===== src/rtl/bus_burst_reader_pkg.sv =====
// Shared definitions for the burst reader: bus field widths, FSM encoding
// and the burst-size helper.
package bus_burst_reader_pkg;

  localparam int ADDR_W  = 32;
  localparam int WORD_W  = 32;
  localparam int COUNT_W = 9;
  localparam int BSIZE_W = 8;
  localparam int BE_W    = 4;
  localparam int TIMER_W = 10;

  localparam logic [BE_W-1:0] BYTE_EN_ALL = 4'hF;

  typedef enum logic [2:0] {
    ST_IDLE,
    ST_REQUEST,
    ST_BEGIN,
    ST_RECEIVE,
    ST_ABORT,
    ST_DONE
  } state_t;

  // Words in the next burst minus one; the 9-bit result is truncated to the
  // 8-bit bus field, so a 256-word burst encodes as 8'hFF.
  function automatic logic [BSIZE_W-1:0] burst_size(input logic [COUNT_W-1:0] remaining,
                                                     input logic [COUNT_W-1:0] max_words);
    logic [COUNT_W-1:0] words;
    words = (remaining < max_words) ? remaining : max_words;
    words = words - COUNT_W'(1);
    return words[BSIZE_W-1:0];
  endfunction

endpackage


===== src/rtl/bus_burst_reader_if.sv =====
// Client and bus signals of the burst reader. The master modport is the
// reader's view; the slave modport is the view of the client/arbiter/slave side.
interface bus_burst_reader_if;
  import bus_burst_reader_pkg::*;

  // client side
  logic               startIn;
  logic [ADDR_W-1:0]  startAddressIn;
  logic [COUNT_W-1:0] wordCountIn;
  logic               busyOut;
  logic               doneOut;
  logic               errorOut;
  logic [WORD_W-1:0]  dataOut;
  logic               dataValidOut;

  // bus side
  logic               requestOut;
  logic               grantIn;
  logic [WORD_W-1:0]  addressDataIn;
  logic               dataValidIn;
  logic               endTransactionIn;
  logic               busErrorIn;
  logic [ADDR_W-1:0]  addressDataOut;
  logic               beginTransactionOut;
  logic               endTransactionOut;
  logic               readNotWriteOut;
  logic [BE_W-1:0]    byteEnablesOut;
  logic [BSIZE_W-1:0] burstSizeOut;

  modport master (
    input  startIn, startAddressIn, wordCountIn,
    output busyOut, doneOut, errorOut, dataOut, dataValidOut,
    output requestOut,
    input  grantIn, addressDataIn, dataValidIn, endTransactionIn, busErrorIn,
    output addressDataOut, beginTransactionOut, endTransactionOut,
    output readNotWriteOut, byteEnablesOut, burstSizeOut
  );

  modport slave (
    output startIn, startAddressIn, wordCountIn,
    input  busyOut, doneOut, errorOut, dataOut, dataValidOut,
    input  requestOut,
    output grantIn, addressDataIn, dataValidIn, endTransactionIn, busErrorIn,
    input  addressDataOut, beginTransactionOut, endTransactionOut,
    input  readNotWriteOut, byteEnablesOut, burstSizeOut
  );

endinterface


===== src/rtl/bus_burst_reader.sv =====
// Bus initiator that reads a block of words as a sequence of read bursts of
// at most MAX_BURST words and streams the returned words to the client.
// Every output is a register; its next value is derived from the next state.
module bus_burst_reader
  import bus_burst_reader_pkg::*;
#(
  parameter int MAX_BURST = 16,
  parameter int TIMEOUT   = 1023
) (
  input  logic clock,
  input  logic reset,
  bus_burst_reader_if.master bus
);

  localparam logic [COUNT_W-1:0] MAX_WORDS   = COUNT_W'(MAX_BURST);
  localparam logic [TIMER_W-1:0] TIMEOUT_CNT = TIMER_W'(TIMEOUT);

  state_t             state, state_d;
  logic [ADDR_W-1:0]  addr, addr_d;
  logic [COUNT_W-1:0] remaining, remaining_d;
  logic [TIMER_W-1:0] timer, timer_d;
  logic               flag, flag_d;
  logic               accept;
  logic               gap;
  logic [WORD_W-1:0]  data_d;
  logic               valid_d;
  logic               busy_d, req_d, done_d, error_d, begin_d, end_d;

  // Next-state, datapath and next-output logic
  always_comb begin
    state_d     = state;
    addr_d      = addr;
    remaining_d = remaining;
    timer_d     = timer;
    flag_d      = flag;
    accept      = 1'b0;
    gap         = 1'b0;
    data_d      = bus.dataOut;
    valid_d     = 1'b0;

    case (state)
      ST_IDLE: begin
        if (bus.startIn) begin
          flag_d = 1'b0;
          if (bus.wordCountIn == '0) begin
            state_d = ST_DONE;
          end else if (bus.startAddressIn[1:0] != 2'b00) begin
            flag_d  = 1'b1;
            state_d = ST_DONE;
          end else begin
            addr_d      = bus.startAddressIn;
            remaining_d = bus.wordCountIn;
            state_d     = ST_REQUEST;
          end
        end
      end
      // Grant only counts once our own request is visibly high again, so the
      // one-cycle request gap between bursts is never skipped.
      ST_REQUEST: begin
        if (bus.grantIn && bus.requestOut) state_d = ST_BEGIN;
      end
      ST_BEGIN: begin
        timer_d = '0;
        state_d = ST_RECEIVE;
      end
      ST_RECEIVE: begin
        accept = bus.dataValidIn && !bus.busErrorIn && (remaining != '0);
        if (accept) begin
          valid_d     = 1'b1;
          data_d      = bus.addressDataIn;
          remaining_d = remaining - COUNT_W'(1);
          addr_d      = addr + ADDR_W'(4);
          timer_d     = '0;
        end else begin
          timer_d = timer + TIMER_W'(1);
        end
        if (bus.busErrorIn) begin
          flag_d  = 1'b1;
          state_d = ST_ABORT;
        end else if (bus.endTransactionIn) begin
          if (remaining_d != '0) begin
            gap     = 1'b1;
            state_d = ST_REQUEST;
          end else begin
            state_d = ST_DONE;
          end
        end else if (!accept && timer == TIMEOUT_CNT) begin
          flag_d  = 1'b1;
          state_d = ST_ABORT;
        end
      end
      ST_ABORT: state_d = ST_DONE;
      ST_DONE:  state_d = ST_IDLE;
      default:  state_d = ST_IDLE;
    endcase

    busy_d  = (state_d == ST_REQUEST) || (state_d == ST_BEGIN) ||
              (state_d == ST_RECEIVE) || (state_d == ST_ABORT);
    req_d   = ((state_d == ST_REQUEST) || (state_d == ST_BEGIN) ||
               (state_d == ST_RECEIVE)) && !gap;
    done_d  = (state_d == ST_DONE);
    error_d = (state_d == ST_DONE) && flag_d;
    begin_d = (state_d == ST_BEGIN);
    end_d   = (state_d == ST_ABORT);
  end

  // FSM state register
  always_ff @(posedge clock or negedge reset) begin
    if (!reset) state <= ST_IDLE;
    else        state <= state_d;
  end

  // Address, word count, timeout counter and error flag
  always_ff @(posedge clock or negedge reset) begin
    if (!reset) begin
      addr      <= '0;
      remaining <= '0;
      timer     <= '0;
      flag      <= 1'b0;
    end else begin
      addr      <= addr_d;
      remaining <= remaining_d;
      timer     <= timer_d;
      flag      <= flag_d;
    end
  end

  // Registered client and bus outputs
  always_ff @(posedge clock or negedge reset) begin
    if (!reset) begin
      bus.busyOut             <= 1'b0;
      bus.doneOut             <= 1'b0;
      bus.errorOut            <= 1'b0;
      bus.dataOut             <= '0;
      bus.dataValidOut        <= 1'b0;
      bus.requestOut          <= 1'b0;
      bus.addressDataOut      <= '0;
      bus.beginTransactionOut <= 1'b0;
      bus.endTransactionOut   <= 1'b0;
      bus.readNotWriteOut     <= 1'b0;
      bus.byteEnablesOut      <= '0;
      bus.burstSizeOut        <= '0;
    end else begin
      bus.busyOut             <= busy_d;
      bus.doneOut             <= done_d;
      bus.errorOut            <= error_d;
      bus.dataOut             <= data_d;
      bus.dataValidOut        <= valid_d;
      bus.requestOut          <= req_d;
      bus.addressDataOut      <= begin_d ? addr : '0;
      bus.beginTransactionOut <= begin_d;
      bus.endTransactionOut   <= end_d;
      bus.readNotWriteOut     <= begin_d;
      bus.byteEnablesOut      <= begin_d ? BYTE_EN_ALL : '0;
      bus.burstSizeOut        <= begin_d ? burst_size(remaining, MAX_WORDS) : '0;
    end
  end

endmodule


===== src/flat_wrapper.sv =====
// flat-port wrapper written by rule: the top's interface ports become plain ports
module bus_burst_reader_flat import bus_burst_reader_pkg::*;
#(
  parameter int MAX_BURST = 16,
  parameter int TIMEOUT   = 1023
)
  (clock, reset, bus_startIn, bus_startAddressIn, bus_wordCountIn, bus_busyOut, bus_doneOut, bus_errorOut, bus_dataOut, bus_dataValidOut, bus_requestOut, bus_grantIn, bus_addressDataIn, bus_dataValidIn, bus_endTransactionIn, bus_busErrorIn, bus_addressDataOut, bus_beginTransactionOut, bus_endTransactionOut, bus_readNotWriteOut, bus_byteEnablesOut, bus_burstSizeOut);
  bus_burst_reader_if bus_i ();
  input  logic clock;
  input  logic reset;
  input wire logic [$bits(bus_i.startIn)-1:0] bus_startIn;
  input wire logic [$bits(bus_i.startAddressIn)-1:0] bus_startAddressIn;
  input wire logic [$bits(bus_i.wordCountIn)-1:0] bus_wordCountIn;
  output wire logic [$bits(bus_i.busyOut)-1:0] bus_busyOut;
  output wire logic [$bits(bus_i.doneOut)-1:0] bus_doneOut;
  output wire logic [$bits(bus_i.errorOut)-1:0] bus_errorOut;
  output wire logic [$bits(bus_i.dataOut)-1:0] bus_dataOut;
  output wire logic [$bits(bus_i.dataValidOut)-1:0] bus_dataValidOut;
  output wire logic [$bits(bus_i.requestOut)-1:0] bus_requestOut;
  input wire logic [$bits(bus_i.grantIn)-1:0] bus_grantIn;
  input wire logic [$bits(bus_i.addressDataIn)-1:0] bus_addressDataIn;
  input wire logic [$bits(bus_i.dataValidIn)-1:0] bus_dataValidIn;
  input wire logic [$bits(bus_i.endTransactionIn)-1:0] bus_endTransactionIn;
  input wire logic [$bits(bus_i.busErrorIn)-1:0] bus_busErrorIn;
  output wire logic [$bits(bus_i.addressDataOut)-1:0] bus_addressDataOut;
  output wire logic [$bits(bus_i.beginTransactionOut)-1:0] bus_beginTransactionOut;
  output wire logic [$bits(bus_i.endTransactionOut)-1:0] bus_endTransactionOut;
  output wire logic [$bits(bus_i.readNotWriteOut)-1:0] bus_readNotWriteOut;
  output wire logic [$bits(bus_i.byteEnablesOut)-1:0] bus_byteEnablesOut;
  output wire logic [$bits(bus_i.burstSizeOut)-1:0] bus_burstSizeOut;
  assign bus_i.startIn = bus_startIn;
  assign bus_i.startAddressIn = bus_startAddressIn;
  assign bus_i.wordCountIn = bus_wordCountIn;
  assign bus_busyOut = bus_i.busyOut;
  assign bus_doneOut = bus_i.doneOut;
  assign bus_errorOut = bus_i.errorOut;
  assign bus_dataOut = bus_i.dataOut;
  assign bus_dataValidOut = bus_i.dataValidOut;
  assign bus_requestOut = bus_i.requestOut;
  assign bus_i.grantIn = bus_grantIn;
  assign bus_i.addressDataIn = bus_addressDataIn;
  assign bus_i.dataValidIn = bus_dataValidIn;
  assign bus_i.endTransactionIn = bus_endTransactionIn;
  assign bus_i.busErrorIn = bus_busErrorIn;
  assign bus_addressDataOut = bus_i.addressDataOut;
  assign bus_beginTransactionOut = bus_i.beginTransactionOut;
  assign bus_endTransactionOut = bus_i.endTransactionOut;
  assign bus_readNotWriteOut = bus_i.readNotWriteOut;
  assign bus_byteEnablesOut = bus_i.byteEnablesOut;
  assign bus_burstSizeOut = bus_i.burstSizeOut;
  bus_burst_reader #(.MAX_BURST(MAX_BURST), .TIMEOUT(TIMEOUT)) u_core (.clock(clock), .reset(reset), .bus(bus_i));
endmodule

===== config.mk =====
export PLATFORM = sky130hd
export DESIGN_NAME = bus_burst_reader_flat
export DESIGN_NICKNAME = d
export VERILOG_FILES = /design/src/rtl/bus_burst_reader_pkg.sv /design/src/rtl/bus_burst_reader_if.sv /design/src/rtl/bus_burst_reader.sv /design/src/flat_wrapper.sv
export SDC_FILE = /design/constraint.sdc
export NUM_CORES = 1
export LEC_CHECK = 0
export ABC_AREA = 1
export CELL_PAD_IN_SITES_DETAIL_PLACEMENT = 0
export CELL_PAD_IN_SITES_GLOBAL_PLACEMENT = 1
export CORE_UTILIZATION = 40
export DETAILED_ROUTE_END_ITERATION = 10
export PLACE_DENSITY_LB_ADDON = 0.1
export SYNTH_ARGS = -nofsm -noshare
export SYNTH_HDL_FRONTEND = slang
export SYNTH_SLANG_ARGS = --single-unit

===== constraint.sdc =====
create_clock -name clock -period 3.2 [get_ports clock]
set_input_delay 0.8 -clock clock [delete_from_list [all_inputs] [get_ports clock]]
set_output_delay 0.8 -clock clock [all_outputs]
set_load 0.05 [all_outputs]

======== Word-level counts from Yosys, hierarchy flattened ========
Index checks and enable logic that the tools add are counted.
W data, S select, Z words.
cells by class
  $add $sub $neg .......................... 4
  multipliers ............................. 0
  divide/modulo/power cells ............... 0
  magnitude comparators ................... 1
  equal/unequal tests ..................... 14
  shifts and indexed selects .............. 0
  mux-type cells .......................... 39
  bitwise operators ....................... 0
  reduce and logical (&&, ||, !) cells .... 22
operator list
  operator                 number
  $mux W32                 5
  $pmux W32 S2             1
  $mux W9                  5
  $add A32 B3 Y32 const B  1
  $mux W3                  8
  $pmux W10 S2             1
  $pmux W9 S2              1
  $reduce_bool A9 Y1       2
  $mux W8                  2
  $pmux W3 S5              1
  $eq A3 B2 Y1 const B     4
  $mux W1                  12
  $add A10 B1 Y10 const B  1
  $eq A10 B10 Y1 const B   1
  $mux W10                 1
  $eq A3 B3 Y1 const B     3
  $logic_not A9 Y1         1
  $lt A9 B5 Y1 const B     1
  $sub A9 B1 Y9 const B    1
  $sub A8 B1 Y8 const B    1
  $eq A3 B1 Y1 const B     2
  $logic_and A1 B1 Y1      6
  $ne A2 B2 Y1 const B     3
  $reduce_bool A2 Y1       3
  other kinds (9)          13
word-level totals
  register bits ........................... 138
  latch bits .............................. 0
  memory bits (writable) .................. 0
  memory bits (read-only) ................. 0
  bits of input ports ..................... 80
  output and inout port bits .............. 84
  logic and storage cells ................. 96
  memories kept ........................... 0

======== Depth between registers and ports, before layout ========
  depth in word-level cells ............... 14
  mapped depth ............................ 18
  gate-level depth less buffers ........... 18

======== Worst setup path before layout ========
No wires, ideal clock.
  kind .................................... input-to-reg
  from .................................... in bus_wordCountIn[1]
  to ...................................... reg u_core.remaining[3]
  library setup time ...................... 138 ps
  arrival ................................. 1957 ps
  data required time ...................... 3062 ps
  setup slack ............................. 1105 ps
  cell stages on the path ................. 9
  path buffers ............................ 1
  path through ............................ nor4_1 nand3_1 inv_1 nor2_1 o21ai_2 inv_1 buf_2 nand3_1 o221ai_1
between the ends
  cells in the longest elaborated chain, start to end .. 3
RTL lines
  what                         RTL line                 RTL
  from (decl)                  flat_wrapper.sv:13       input wire logic [$bits(bus_i.wordCountIn)-1:0] bus_wordCountIn;
  $logic_not A9 Y1             bus_burst_reader.sv:45   if (bus.wordCountIn == '0) begin
  $ne A2 B2 Y1 (no line)       n/a
  $reduce_and A4 Y1 (no line)  n/a
  to (signal assigned)         bus_burst_reader.sv:122  remaining <= remaining_d;
  to (decl)                    bus_burst_reader.sv:20   logic [COUNT_W-1:0] remaining, remaining_d;
Every way passes these cells.
A chain may end at the register's enable or synchronous reset.

======== Worst setup path after layout ========
  from .................................... in bus_wordCountIn[2]
  to ...................................... reg u_core.addr[5]
between the ends
  cells in the longest elaborated chain, start to end .. 3
RTL lines
  what                         RTL line                 RTL
  $logic_not A9 Y1             bus_burst_reader.sv:45
  $ne A2 B2 Y1 (no line)       n/a
  $reduce_and A5 Y1 (no line)  n/a
  to (signal assigned)         bus_burst_reader.sv:121  addr <= addr_d;
  to (decl)                    bus_burst_reader.sv:19   logic [ADDR_W-1:0] addr, addr_d;
Every way passes these cells.

==> metrics <==
status finished clean; crit-path cells clkdlybuf4s50_1 -> nor2_1 -> nand3_1 -> inv_1 -> nor2_1 -> o21ai_2 -> nor2_4 -> o21ai_0 -> a22oi_1; via/cell ratio 4.981; slew at the pin closest to its max-slew limit 1.223 ns; switch share 44.19%; CP arrival 3.25 ns; Area Growth Syn to Fin 37.02%; critical path endpoint category register; DRC violation total after the first TritonRoute iteration 262; fin crit share 91.01%; clock group share of total power 22.3%; top cells by area, synth dfrtp_1 51%, nand2_1 6.1%, mux2_2 5.3%; Initial Utilization 41.06%; Synth Flop Type dfrtp_1; post-synthesis async set-or-reset flop share 100.0%; register area share after synthesis 51.22%; H-tree depth 4; Final GP Congestion 0.8289; DR DRC count 0; top-level port count 164; number of CTS-inserted buffers 17; clock latency on the worst-skew pair 0.41 ns; worst hold margin 0.2466 ns; share of layout cells above drive strength 1 13.08%; YS warnings 0; global-route wire length before repair 26.80 mm; PortBufs 163; RSZ-0062 raised after global routing false; vias 5494; DP HPWL 11.73 mm; first drt pass iteration count 5; gr usage total 20.61%; initial antenna violation count 0; Finished Core Util 56.26%; share of the synthesized area in the top cell type 51.22%; Clk pin slew, worst setup/hold paths 0.06 ns; crit-path most repeated cell nor2_1; endpoints failing hold 0; ANT cells 0; Final nets 960; total die area 0.01688 mm2; Post-Route WL 16.40 mm; Hold Crit Class in2async; Clock Path Buffers 2; Post-CTS Hold Fix Bufs 0; Cell Rows 46; post-CTS setup repair buffer count 0; CP max stage delay 0.92 ns; PD cells 1003 mW/mm2; Tmin final 2.912 ns; setup violators final 0; Comb power frac 46.6%; Flop pwr share 31.1%; number of global-route vias before repair 5368; peak supply drop 403.1 uV; Final ANT Viol Nets 0; Critical Path RT 3.53 ns; Worst Skew 0.007970 ns; Mapped Cells 714; root buf cell clkbuf_16; cell internal pwr 5.022 mW; Worst slew margin 18.30%; largest net degree at the start of global routing 70; Crit Path Category in2reg; final slew viol count 0; #FFs+latches synth 134; # clock sinks 134; CTS tree built; die extent in y 129.9 um; CP Max Fanout 58; Netlist Area Pre-Place 0.006546 mm2; P_leak 4.081 nW; post-cts sizing count 0; Post-synth EDFFs 0; largest area contributor in the netlist dfrtp_1; Post-Syn Nets 799; Worst path slowest cell nor2_4; area of the core 0.01594 mm2; Switch Pwr 3.977 mW; wire per inst 14.87 um; chip width 129.9 um; total gr overflow 0; CP Launch Type primary input; max cap viols 0; top achievable clock speed 0.3434 GHz; mean post-synth cell area 9.168 um2; Distinct cells, synth 46
## flip-flops by register name (all words and copies together) (netlist names), 3 cells and up
| signal | flops |
|---|---|
| u_core.timer | 10 |
| u_core.addr | 32 |
| u_core.bus.addressDataOut | 32 |
| u_core.bus.dataOut | 32 |
| u_core.remaining | 9 |
| u_core.state | 3 |
| u_core.bus.burstSizeOut | 8 |
## critical path: cells and delay by family
family          cells  cell delay (ns)
simple gates        4             1.24
compound gates      3             0.60
buf+inv             2             0.59
## power groups by stage
stage | clock network [mW] | logic, mW | registers (mW)
finish | 2.01 | 4.20 | 2.79
global route | 2.14 | 4.57 | 2.88
CTS | 2.04 | 4.22 | 2.79
detailed placement | 0 | 4.21 | 2.82
global placement | 0 | 4.15 | 2.80
floorplan | 0 | 1.98 | 3.78
## synthesized netlist by cell type, types with 10 or more instances
cell,instances
dfrtp_1,134
o21ai_1,11
o21ai_0,35
nor2_4,11
nand2_1,106
inv_1,83
a21oi_1,14
nand4_1,10
xor2_1,20
nor2_1,85
nand3_1,39
o22ai_1,17
nor3_1,17
mux2_2,31
## routing by layer
layer / part of all wire [%] / global-route usage, % / vias up
li1: - / - / 2671
met1: 46 / 27.04 / 2639
met2: 48 / 33.41 / 170
met3: 5.3 / 4.797 / 14
met4: 1.2 / 7.319 / 0
met5: 0 / 0 / -
## final timing paths
check	from	endpoint	slack (ns)	depth (start not counted)
setup / recovery	bus_wordCountIn[2]	u_core.addr[5]	0.29	9
max in group asynchronous	reset	u_core.remaining[2]	2.16	2
hold / removal	reset	u_core.bus.dataOut[11]	0.25	1
setup reg to reg	u_core.state[2]	u_core.addr[5]	0.43	9
min in group clock	u_core.addr[0]	u_core.addr[0]	0.46	2
hold reg to reg	u_core.addr[0]	u_core.addr[0]	0.46	2
## cells in the final DEF, fill, tap and decap left out, types with 3 or more instances in the layout
cell and count:
clkdlybuf4s50_1 162, dfrtp_1 134, nand2_1 106, nor2_1 85
inv_1 83, nand3_1 39, o21ai_0 35, mux2_2 31
xor2_1 20, nor3_1 17, o22ai_1 17, clkbuf_16 17
a21oi_1 14, nor2_4 11, o21ai_1 11, nand4_1 10
nor2_2 8, o221ai_1 7, inv_2 6, nand2_2 5
nand3_2 5, a31oi_1 5, ha_1 5, nor4_1 4
o211ai_1 4, a22oi_1 4, clkinvlp_4 4, buf_4 4
clkinv_4 3, bufinv_16 3
## kinds of logic after synthesis
| kind of cell | count (synthesis) | synth area share [%] |
|---|---|---|
| DFF | 134 | 51.22 |
| muxes | 32 | 5.505 |
| AOI/OAI and AO/OA | 104 | 9.499 |
| adders and majority gates | 5 | 0.9557 |
| xor gates and xnor gates | 21 | 2.810 |
| and+or+nand+nor | 301 | 22.40 |
| buffers and inverters | 117 | 7.607 |
## stage by stage
| stage | instances | setup WS (ns) | setup TNS, ns | instance area, um2 | power [mW] |
|---|---|---|---|---|---|
| floorplan | 714 | 1.105 | 0 | 6546 | 5.757 |
| global placement | 1072 | -0.03263 | -0.05830 | 8362 | 6.941 |
| detailed placement | 1072 | -0.09412 | -1.106 | 8362 | 7.030 |
| CTS | 1103 | 0.2923 | 0 | 8970 | 9.057 |
| global route | 1103 | 0.07437 | 0 | 8970 | 9.591 |
| finish | 1103 | 0.2878 | 0 | 8970 | 8.999 |
## final cells by class
class / instances / area [um2]
repair buffers: 169 / 1703
well taps: 216 / 270.3
clock buffers: 20 / 456.7
multi-input cells: 463 / 2695
fillers: 1459 / 6973
inverters: 90 / 340.3
clock inverters: 11 / 151.4
flip-flops and latches: 134 / 3353
Note: power is estimated with default switching activity, not from simulation.
==> variant, RTL diff (same flow settings) <==
The package constant `BE_W` goes from 4 to 6.
--- a/src/rtl/bus_burst_reader_pkg.sv
+++ b/src/rtl/bus_burst_reader_pkg.sv
@@ -8,3 +8,3 @@
   localparam int BSIZE_W = 8;
-  localparam int BE_W    = 4;
+  localparam int BE_W    = 6;
   localparam int TIMER_W = 10;
Interface: changed (resized bus_byteEnablesOut); port bits go from 164 to 166. The function was not compared with the original's and may differ.
==> variant against the unedited design <==
  * Design area rose by 0.75%
  * Sequential cell count did not move
  * Register-to-register slack improved by 0.14 ns
  * Synthesized area fell by 0.52%
  * First-iteration DRC count rose by 13%
  * Non-clock buffer count rose by 5
  * Total power rose by 2.0%
  * Wire length rose by 3.0%
  * Worst setup slack improved by 0.029 ns
  * Die area fell by 0.51%
==> variant: results (changes against the unedited design) <==
Timing
The part of the cycle the worst path needs is 0.901 (was 0.910). The tightest slew margin relative to the limit is 0.265 (was 0.183). The final-layout worst hold slack was 0.272 ns (was 0.247 ns). The clock skew came to 0.0119 ns (was 0.00797 ns).

Power and ir drop
The maximum ir drop on the vdd rail was 0.460 mV (was 0.403 mV). The leakage component of the power was 0.00413 uW (was 0.00408 uW).

Drt
The average via count per standard cell is 4.94 (was 4.98). The routed length per placed instance is 15.1 um (was 14.9 um). The DRC marker count from the first detailed-route iteration is 296 (was 262).

The first-pass iteration count of the detailed router is 4 (was 5).

Synthesis
The post-synthesis sequential area ratio came to 0.515 (was 0.512). The fraction of synthesized area in multiplexers was 0.0553 (was 0.0550). The share of flip-flops with an asynchronous set or reset is 1.00 (unchanged). The distinct cell type count of the synthesized netlist came to 42 (was 46). The xor and xnor fraction of the mapped netlist area was 0.0269 (was 0.0281).

Commonest cells post-synth: 134 x dfrtp_1, 117 x nand2_1, 89 x inv_1, 89 x nor2_1, 46 x nand3_1 (was 134 x dfrtp_1, 106 x nand2_1, 85 x nor2_1, 83 x inv_1, 39 x nand3_1). Most area-consuming cells after synthesis: dfrtp_1 51%, nand2_1 6.7%, mux2_2 5.5%, inv_1 5.1%, nor2_1 5.1% (was dfrtp_1 51%, nand2_1 6.1%, mux2_2 5.3%, nor2_1 4.9%, inv_1 4.8%). The share of the synthesized area in compound gates (AO/OA/AOI/OAI) was 0.0930 (was 0.0950).

The share of synthesized cell area in full adder, half adder and majority cells was 0.00961 (was 0.00956).

Cells and area
The number of antenna repair diodes came to 0 (unchanged). The number of fillers in the final layout is 1452 (was 1459). The fraction of final layout cells with drive strength greater than 1 is 0.122 (was 0.131). The count of nets after finishing is 977 (was 960).

Global route
The first-pass GRT wire length is 27400 um (was 26800 um). The via count of the first global-routing pass is 5527 (was 5368). The total global-route track usage was 0.213 (was 0.206).

Critical path
The beginning of the critical path is bus_wordCountIn[2] (unchanged). The kind of cell adding the most delay to the critical path is simple AND/OR/NAND/NOR gates (unchanged). The count of cells along the worst register-to-register path was 10 (was 9). The slack of the worst reg-to-reg path is 0.57 ns (was 0.43 ns). The endpoint of the worst register-to-register path is u_core.addr[9] (was u_core.addr[5]). The maximum single-stage delay on the critical path is 0.84 ns (was 0.92 ns). The maximum fanout along the worst path came to 57 (was 58). The beginning of the worst register-to-register path is u_core.state[1] (was u_core.state[2]).

Place
The worst slack after detailed placement is -0.150 ns (was -0.0941 ns). The post-detailed-placement half-perimeter wirelength is 12100 um (was 11700 um). The placed cell area is 8360 um^2 (about the same). The global placement routability congestion is 0.829 (about the same).

Status
Run status: finished, final reports clean (unchanged).

Clock network
The number of H-tree branching levels was 4 (unchanged).
variant: area by class of cell:
| type | instances | share of cell area |
|---|---|---|
| Multi-Input combinational cell | 473 | 0.294 |
| Timing Repair Buffer | 174 | 0.193 |
| Clock inverter | 14 | 0.0270 |
| Clock buffer | 18 | 0.0475 |
| Tap cell | 216 | 0.0299 |
| Inverter | 92 | 0.0382 |
| Sequential cell | 134 | 0.371 |
variant: through the flow:
step | util | std cells
6_report | 0.569 | 1121
5_1_grt | 0.569 | 1121
4_1_cts | 0.569 | 1121
3_5_place_dp | 0.527 | 1089
3_3_place_gp | 0.527 | 1089
2_1_floorplan | - | 730
variant: cell families (layout without fill, tap and decap cells):
family	after synthesis	in the layout
multiplexers	32	32
flip-flops	134	134
buffers and inverters	123	298
AND/OR/NAND/NOR	314	314
other	1	2
AO/OA/AOI/OAI	100	100
XOR/XNOR	20	20
adder cells (fa/ha/maj)	5	5
variant: where the power goes:
part           internal, uW  total (uW)  switching [uW]  leakage (uW)
Sequential             2330        2800             468       0.00175
Combinational          1420        4150            2730       0.00206
Clock                  1470        2230             756      0.000322
Total                  5220        9180            3960       0.00413
variant: metal layers:
layer	track usage	wire length, um
met2	0.375	8480
met3	0.0495	951
met5	0	0
met4	0.0834	242
met1	0.250	7230
variant: how the worst min path moves through the flow:
stage,end
2_1_floorplan,u_core.addr[0]
3_3_place_gp,u_core.addr[0]
3_5_place_dp,u_core.addr[0]
4_1_cts,u_core.bus.burstSizeOut[0]
5_1_grt,u_core.bus.burstSizeOut[0]
6_report,u_core.bus.burstSizeOut[0]
